--- src/rtl/npc_exec_core_if.sv ---
// Bus bundle between the npc datapath (master) and the execute core (slave):
// register file ports, ALU operands/result and the funct3 decode.
interface npc_exec_core_if #(
  parameter int DATA_W = 32
);
  logic              wen;
  logic [4:0]        waddr;
  logic [DATA_W-1:0] wdata;
  logic [4:0]        raddr1;
  logic [4:0]        raddr2;
  logic [DATA_W-1:0] rdata1;
  logic [DATA_W-1:0] rdata2;
  logic [DATA_W-1:0] alu_src1;
  logic [DATA_W-1:0] alu_src2;
  logic [9:0]        alu_op;
  logic [DATA_W-1:0] alu_result;
  logic [2:0]        funct3;
  logic [7:0]        funct3_d;

  modport master (
    output wen, waddr, wdata, raddr1, raddr2, alu_src1, alu_src2, alu_op, funct3,
    input  rdata1, rdata2, alu_result, funct3_d
  );

  modport slave (
    input  wen, waddr, wdata, raddr1, raddr2, alu_src1, alu_src2, alu_op, funct3,
    output rdata1, rdata2, alu_result, funct3_d
  );
endinterface

--- src/rtl/npc_exec_core.sv ---
// Execute core for the single-cycle npc RV32 CPU: register file, one-hot ALU and funct3 decoder.
// Define NPC_EXEC_RV32E_EN to shrink the register file to x0..x15 (RV32E).
module npc_exec_core #(
  parameter int DATA_W = 32
) (
  input  logic            clk,
  input  logic            reset,
  npc_exec_core_if.slave  bus
);

`ifdef NPC_EXEC_RV32E_EN
  localparam int NREGS = 16;
  localparam int AW    = 4;

  // x0 and anything with index bit 4 set do not exist as storage.
  function automatic logic regValid(input logic [4:0] a);
    return (a != 5'd0) && !a[4];
  endfunction
`else
  localparam int NREGS = 32;
  localparam int AW    = 5;

  function automatic logic regValid(input logic [4:0] a);
    return a != 5'd0;
  endfunction
`endif

  logic [DATA_W-1:0] r_regs [NREGS];
  logic [DATA_W-1:0] w_rdata1;
  logic [DATA_W-1:0] w_rdata2;
  logic [DATA_W-1:0] w_alu;
  logic [4:0]        w_shamt;
  logic              w_slt;
  logic              w_sltu;

  always_ff @(posedge clk) begin
    if (reset) begin
      for (int i = 0; i < NREGS; i++) begin
        r_regs[i] <= '0;
      end
    end else if (bus.wen && regValid(bus.waddr)) begin
      r_regs[bus.waddr[AW-1:0]] <= bus.wdata;
    end
  end

  // No write-to-read bypass: a same-cycle read sees the pre-edge contents.
  always_comb begin
    w_rdata1 = regValid(bus.raddr1) ? r_regs[bus.raddr1[AW-1:0]] : '0;
    w_rdata2 = regValid(bus.raddr2) ? r_regs[bus.raddr2[AW-1:0]] : '0;
  end

  always_comb begin
    w_shamt = bus.alu_src2[4:0];
    w_slt   = $signed(bus.alu_src1) < $signed(bus.alu_src2);
    w_sltu  = bus.alu_src1 < bus.alu_src2;
    w_alu   = '0;
    // AND-OR mux: multiple select bits OR their results together.
    w_alu = w_alu | ({DATA_W{bus.alu_op[0]}} & (bus.alu_src1 + bus.alu_src2));
    w_alu = w_alu | ({DATA_W{bus.alu_op[1]}} & (bus.alu_src1 - bus.alu_src2));
    w_alu = w_alu | ({DATA_W{bus.alu_op[2]}} & (bus.alu_src1 & bus.alu_src2));
    w_alu = w_alu | ({DATA_W{bus.alu_op[3]}} & (bus.alu_src1 | bus.alu_src2));
    w_alu = w_alu | ({DATA_W{bus.alu_op[4]}} & (bus.alu_src1 ^ bus.alu_src2));
    w_alu = w_alu | ({DATA_W{bus.alu_op[5]}} & (bus.alu_src1 << w_shamt));
    w_alu = w_alu | ({DATA_W{bus.alu_op[6]}} & (bus.alu_src1 >> w_shamt));
    w_alu = w_alu | ({DATA_W{bus.alu_op[7]}} & DATA_W'($signed(bus.alu_src1) >>> w_shamt));
    w_alu = w_alu | ({DATA_W{bus.alu_op[8]}} & {{(DATA_W-1){1'b0}}, w_slt});
    w_alu = w_alu | ({DATA_W{bus.alu_op[9]}} & {{(DATA_W-1){1'b0}}, w_sltu});
  end

  assign bus.rdata1     = w_rdata1;
  assign bus.rdata2     = w_rdata2;
  assign bus.alu_result = w_alu;
  assign bus.funct3_d   = 8'b0000_0001 << bus.funct3;

endmodule

--- src/flat_wrapper.sv ---
// flat-port wrapper written by rule: the top's interface ports become plain ports
module npc_exec_core_flat 
#(
  parameter int DATA_W = 32
)
  (clk, reset, bus_wen, bus_waddr, bus_wdata, bus_raddr1, bus_raddr2, bus_alu_src1, bus_alu_src2, bus_alu_op, bus_funct3, bus_rdata1, bus_rdata2, bus_alu_result, bus_funct3_d);
  npc_exec_core_if #(.DATA_W(DATA_W)) bus_i ();
  input  logic clk;
  input  logic reset;
  input wire logic [$bits(bus_i.wen)-1:0] bus_wen;
  input wire logic [$bits(bus_i.waddr)-1:0] bus_waddr;
  input wire logic [$bits(bus_i.wdata)-1:0] bus_wdata;
  input wire logic [$bits(bus_i.raddr1)-1:0] bus_raddr1;
  input wire logic [$bits(bus_i.raddr2)-1:0] bus_raddr2;
  input wire logic [$bits(bus_i.alu_src1)-1:0] bus_alu_src1;
  input wire logic [$bits(bus_i.alu_src2)-1:0] bus_alu_src2;
  input wire logic [$bits(bus_i.alu_op)-1:0] bus_alu_op;
  input wire logic [$bits(bus_i.funct3)-1:0] bus_funct3;
  output wire logic [$bits(bus_i.rdata1)-1:0] bus_rdata1;
  output wire logic [$bits(bus_i.rdata2)-1:0] bus_rdata2;
  output wire logic [$bits(bus_i.alu_result)-1:0] bus_alu_result;
  output wire logic [$bits(bus_i.funct3_d)-1:0] bus_funct3_d;
  assign bus_i.wen = bus_wen;
  assign bus_i.waddr = bus_waddr;
  assign bus_i.wdata = bus_wdata;
  assign bus_i.raddr1 = bus_raddr1;
  assign bus_i.raddr2 = bus_raddr2;
  assign bus_i.alu_src1 = bus_alu_src1;
  assign bus_i.alu_src2 = bus_alu_src2;
  assign bus_i.alu_op = bus_alu_op;
  assign bus_i.funct3 = bus_funct3;
  assign bus_rdata1 = bus_i.rdata1;
  assign bus_rdata2 = bus_i.rdata2;
  assign bus_alu_result = bus_i.alu_result;
  assign bus_funct3_d = bus_i.funct3_d;
  npc_exec_core #(.DATA_W(DATA_W)) u_core (.clk(clk), .reset(reset), .bus(bus_i));
endmodule
--- config.mk ---
export PLATFORM = sky130hd
export DESIGN_NAME = npc_exec_core_flat
export DESIGN_NICKNAME = d
export VERILOG_FILES = /design/src/rtl/npc_exec_core_if.sv /design/src/rtl/npc_exec_core.sv /design/src/flat_wrapper.sv
export SDC_FILE = /design/constraint.sdc
export NUM_CORES = 2
export LEC_CHECK = 0
export ABC_AREA = 1
export BUFFER_PORTS_ARGS = -buffer_cell sky130_fd_sc_hd__buf_2
export CAP_MARGIN = 25
export CELL_PAD_IN_SITES_DETAIL_PLACEMENT = 1
export CELL_PAD_IN_SITES_GLOBAL_PLACEMENT = 1
export CORE_ASPECT_RATIO = 0.5
export CORE_MARGIN = 2
export CORE_UTILIZATION = 50
export CTS_BUF_LIST = sky130_fd_sc_hd__clkbuf_2 sky130_fd_sc_hd__clkbuf_4 sky130_fd_sc_hd__clkbuf_8
export CTS_CLUSTER_DIAMETER = 100
export DETAILED_ROUTE_END_ITERATION = 16
export PLACE_DENSITY_LB_ADDON = 0.2
export SLEW_MARGIN = 20
export SYNTH_ARGS = -nofsm -noshare
export SYNTH_HDL_FRONTEND = slang
export SYNTH_SLANG_ARGS = --single-unit
--- constraint.sdc ---
create_clock -name clk -period 9.2 [get_ports clk]
set_input_delay 1.84 -clock clk [delete_from_list [all_inputs] [get_ports clk]]
set_output_delay 1.84 -clock clk [all_outputs]
set_load 0.05 [all_outputs]
==> impl_metrics.yaml <==
die:
  design.core.area_um2: 127000
  die_h_um: 258
  rows: 92
  ios: 231
  design.die.area_um2: 132000
  initial_utilization: 0.507
  fp.dieW_um: 511
placed_design:
  gp_congestion: 0.957
  dp_hpwl_mm: 172
  portBuffers: 230
setup_path:
  path_cells: "buf_8 -> inv_6 -> nand2_2 -> nor3_1 -> inv_2 -> buf_4 -> o21ai_0 -> a21oi_1 -> buf_2"
  arrival_ns: 5.24
  path_buf_inv: 5
  critPathLaunchType: "primary input"
  path_delay_family: "buffers and inverters"
  required_ns: 7.36
  path_max_fanout: 66
  worst-setup-path-type: "primary input to output pin"
  max_stage_delay_ns: 0.67
  end_kind: "output pin"
  slowest_stage: "inv_2"
timing:
  worst_slew_pin_slew_ns: 1.18
  final_max_slew_viol_count: 0
  final-setup-viol-count: 0
  post-route-period-util: 0.770
  max_freq_mhz: 141
  period_needed_ns: 7.08
  relSlewSlack: 0.213
  rsz0062_at_grt: "false"
  finalHoldViolCount: 0
  fin_setup_tns_ns: 0
hold_path:
  min_path_cells: 3
  hold_path_class: "primary input to flip-flop"
  min-delay-start: "bus_wdata[8]"
  holdPathEnd: "u_core.r_regs[31][8]"
clocking:
  htree_levels: 4
  post-cts-setup-buffers: 0
  post_cts_resize_count: 0
  root_buffer: "clkbuf_8"
  cts.sinks: 1024
  numCtsBuffers: 162
  cts.clk_slew.worst_paths_ns: 0.07
  cts-hold-fix-buffers: 0
  cts_tree: "built"
  clk_path_buf_depth: 3
pwr:
  p_per_area_nw_per_um2: 172
  vdd_drop_max_mv: 0.120
  p_leak_nw: 27.5
drt:
  drt_wl_total_mm: 292
  first_pass_iters: 6
  wl_per_cell_um: 29.4
  drc: 0
  avgViaCountPerCell: 6.72
  first_iter_violations: 10864
  routed-via-count: 66566
  ant_nets: 0
global_route:
  grt_overflow: 0
  grtUsageTotal: 0.427
  antenna_found_initial: 11
  grt_pass1_wl_mm: 421
  grt_pass1_vias: 65350
  grt_max_degree: 191
yosys:
  yosysSeqAreaShare: 0.478
  avgSynthCellArea_um2: 7.82
  async_reset_ff_frac: 0
  postSynthCellCount: 8222
  synth_warnings: 0
  synth_edf_count: 1024
  ys_ff_latch: 1024
  synthesis.area_um2: 64300
  synth.distinct_cells: 45
  synth_top_flop_cell: "edfxtp_1"
final_layout:
  drive_above_1_share: 0.0889
  reg.largest.list: "u_core.r_regs (1024)"
  fin_nets: 8306
  largest_reg_flops: 1024
  regMostFlops: "u_core.r_regs"
  final_util: 0.546
  area_growth_pct: 7.58
job:
  maxCapViolations: 0
status:
  run_status: "finished, final reports clean"
power by group:
part	internal (mW)	total, mW	switching, mW
sequential	5.39	5.53	0.139
combinational	0.562	2.40	1.84
clock	2.00	3.97	1.97
total	7.96	11.9	3.94
cells by family (layout without fill, tap and decap cells):
| logic type | count (synthesis) | after routing | synth area share |
|---|---|---|---|
| and+or+nand+nor | 4014 | 4014 | 0.250 |
| AOI/OAI and AO/OA | 1882 | 1882 | 0.170 |
| buffers and inverters | 1176 | 1126 | 0.0786 |
| muxes | 26 | 26 | 0.00405 |
| adders and majority gates | 99 | 99 | 0.0195 |
| other | 1 | 42 | 0.0000583 |
| DFF | 1024 | 1024 | 0.478 |
area by class of cell:
class / instances / area (µm²)
diodes: 10 / 25.0
multi-input cells: 6053 / 28800
repair buffers: 382 / 2630
well taps: 1692 / 2120
clock inverters: 55 / 292
clock buffers: 232 / 2800
flip-flops and latches: 1024 / 30700
fillers: 15708 / 57600
inverters: 457 / 1770
cell usage in the layout, fill, tap and decap left out, drive strengths merged, types with 4 or more instances in the layout:
cell type / n
edfxtp: 1024
clkinv: 54
a211oi: 8
clkbuf: 232
clkinvlp: 4
or2: 10
o21ai: 1097
diode: 10
conb: 32
o21bai: 10
buf: 382
nor4: 4
o211ai: 124
nor2: 2193
and2: 9
a31oi: 26
ha: 97
mux2i: 26
o2111ai: 6
nand4: 28
a21oi: 227
inv: 452
o22ai: 149
nand3: 639
o221ai: 227
nand2: 1082
nor3: 43
tightest hold or removal path, cell delays in order:
cell and delay [ns]:
buf_2 0.07, inv_1 0.19, nor2_1 0.16
metal layers:
metal | global-route usage | wire length [µm]
met1 | 0.537 | 105000
met2 | 0.663 | 129000
met3 | 0.101 | 37400
met4 | 0.279 | 20200
met5 | 0 | 66
worst max-delay path by stage:
stage | endpoint | cells after the start | startpoint | slack (ns)
2_1_floorplan | bus_alu_result[21] | 14 | bus_alu_src2[3] | 3.23
3_3_place_gp | bus_rdata1[21] | 10 | bus_raddr1[1] | 2.41
3_5_place_dp | bus_rdata1[24] | 9 | bus_raddr1[1] | 2.38
4_1_cts | bus_rdata1[24] | 9 | bus_raddr1[1] | 2.38
5_1_grt | bus_rdata2[19] | 10 | bus_raddr2[1] | 2.16
6_report | bus_rdata1[24] | 9 | bus_raddr1[1] | 2.12
synthesized netlist by cell type (4+ instances only):
master / count / share of area
nor2_1: 2193 / 0.13
nor4_1: 4 / 0.00039
inv_1: 448 / 0.026
inv_2: 5 / 0.00029
buf_1: 35 / 0.0020
a31oi_1: 26 / 0.0025
or2_2: 9 / 0.00088
o221ai_1: 227 / 0.031
o21bai_1: 10 / 0.0012
and2_1: 9 / 0.00088
mux2i_1: 26 / 0.0040
o21ai_1: 61 / 0.0047
nand3_1: 639 / 0.050
o2111ai_1: 6 / 0.00082
nand2_1: 1082 / 0.063
o22ai_1: 149 / 0.014
a211oi_1: 8 / 0.00093
buf_4: 36 / 0.0042
o21ai_0: 1036 / 0.081
clkbuf_1: 389 / 0.023
a21oi_1: 224 / 0.017
buf_8: 4 / 0.00093
nand4_1: 28 / 0.0027
buf_2: 231 / 0.018
nor3_1: 43 / 0.0033
buf_6: 22 / 0.0039
o211ai_1: 124 / 0.014
ha_1: 97 / 0.019
edfxtp_1: 1024 / 0.48
stage by stage:
| stage | instances | total power, mW | hold WS (ns) | worst slack (ns) | cell area, µm² |
|---|---|---|---|---|---|
| after floorplan | 8253 | 7.04 | 2.08 | 3.23 | 64400 |
| after global placement | 9593 | 7.85 | 2.44 | 2.41 | 65800 |
| after detailed placement | 9599 | 7.91 | 2.37 | 2.38 | 65900 |
| after CTS | 9886 | 11.8 | 1.43 | 2.38 | 69000 |
| after global routing | 9899 | 12.2 | 1.50 | 2.16 | 69200 |
| final | 9905 | 11.9 | 1.47 | 2.12 | 69200 |
Note: power is estimated with default switching activity, not from simulation.
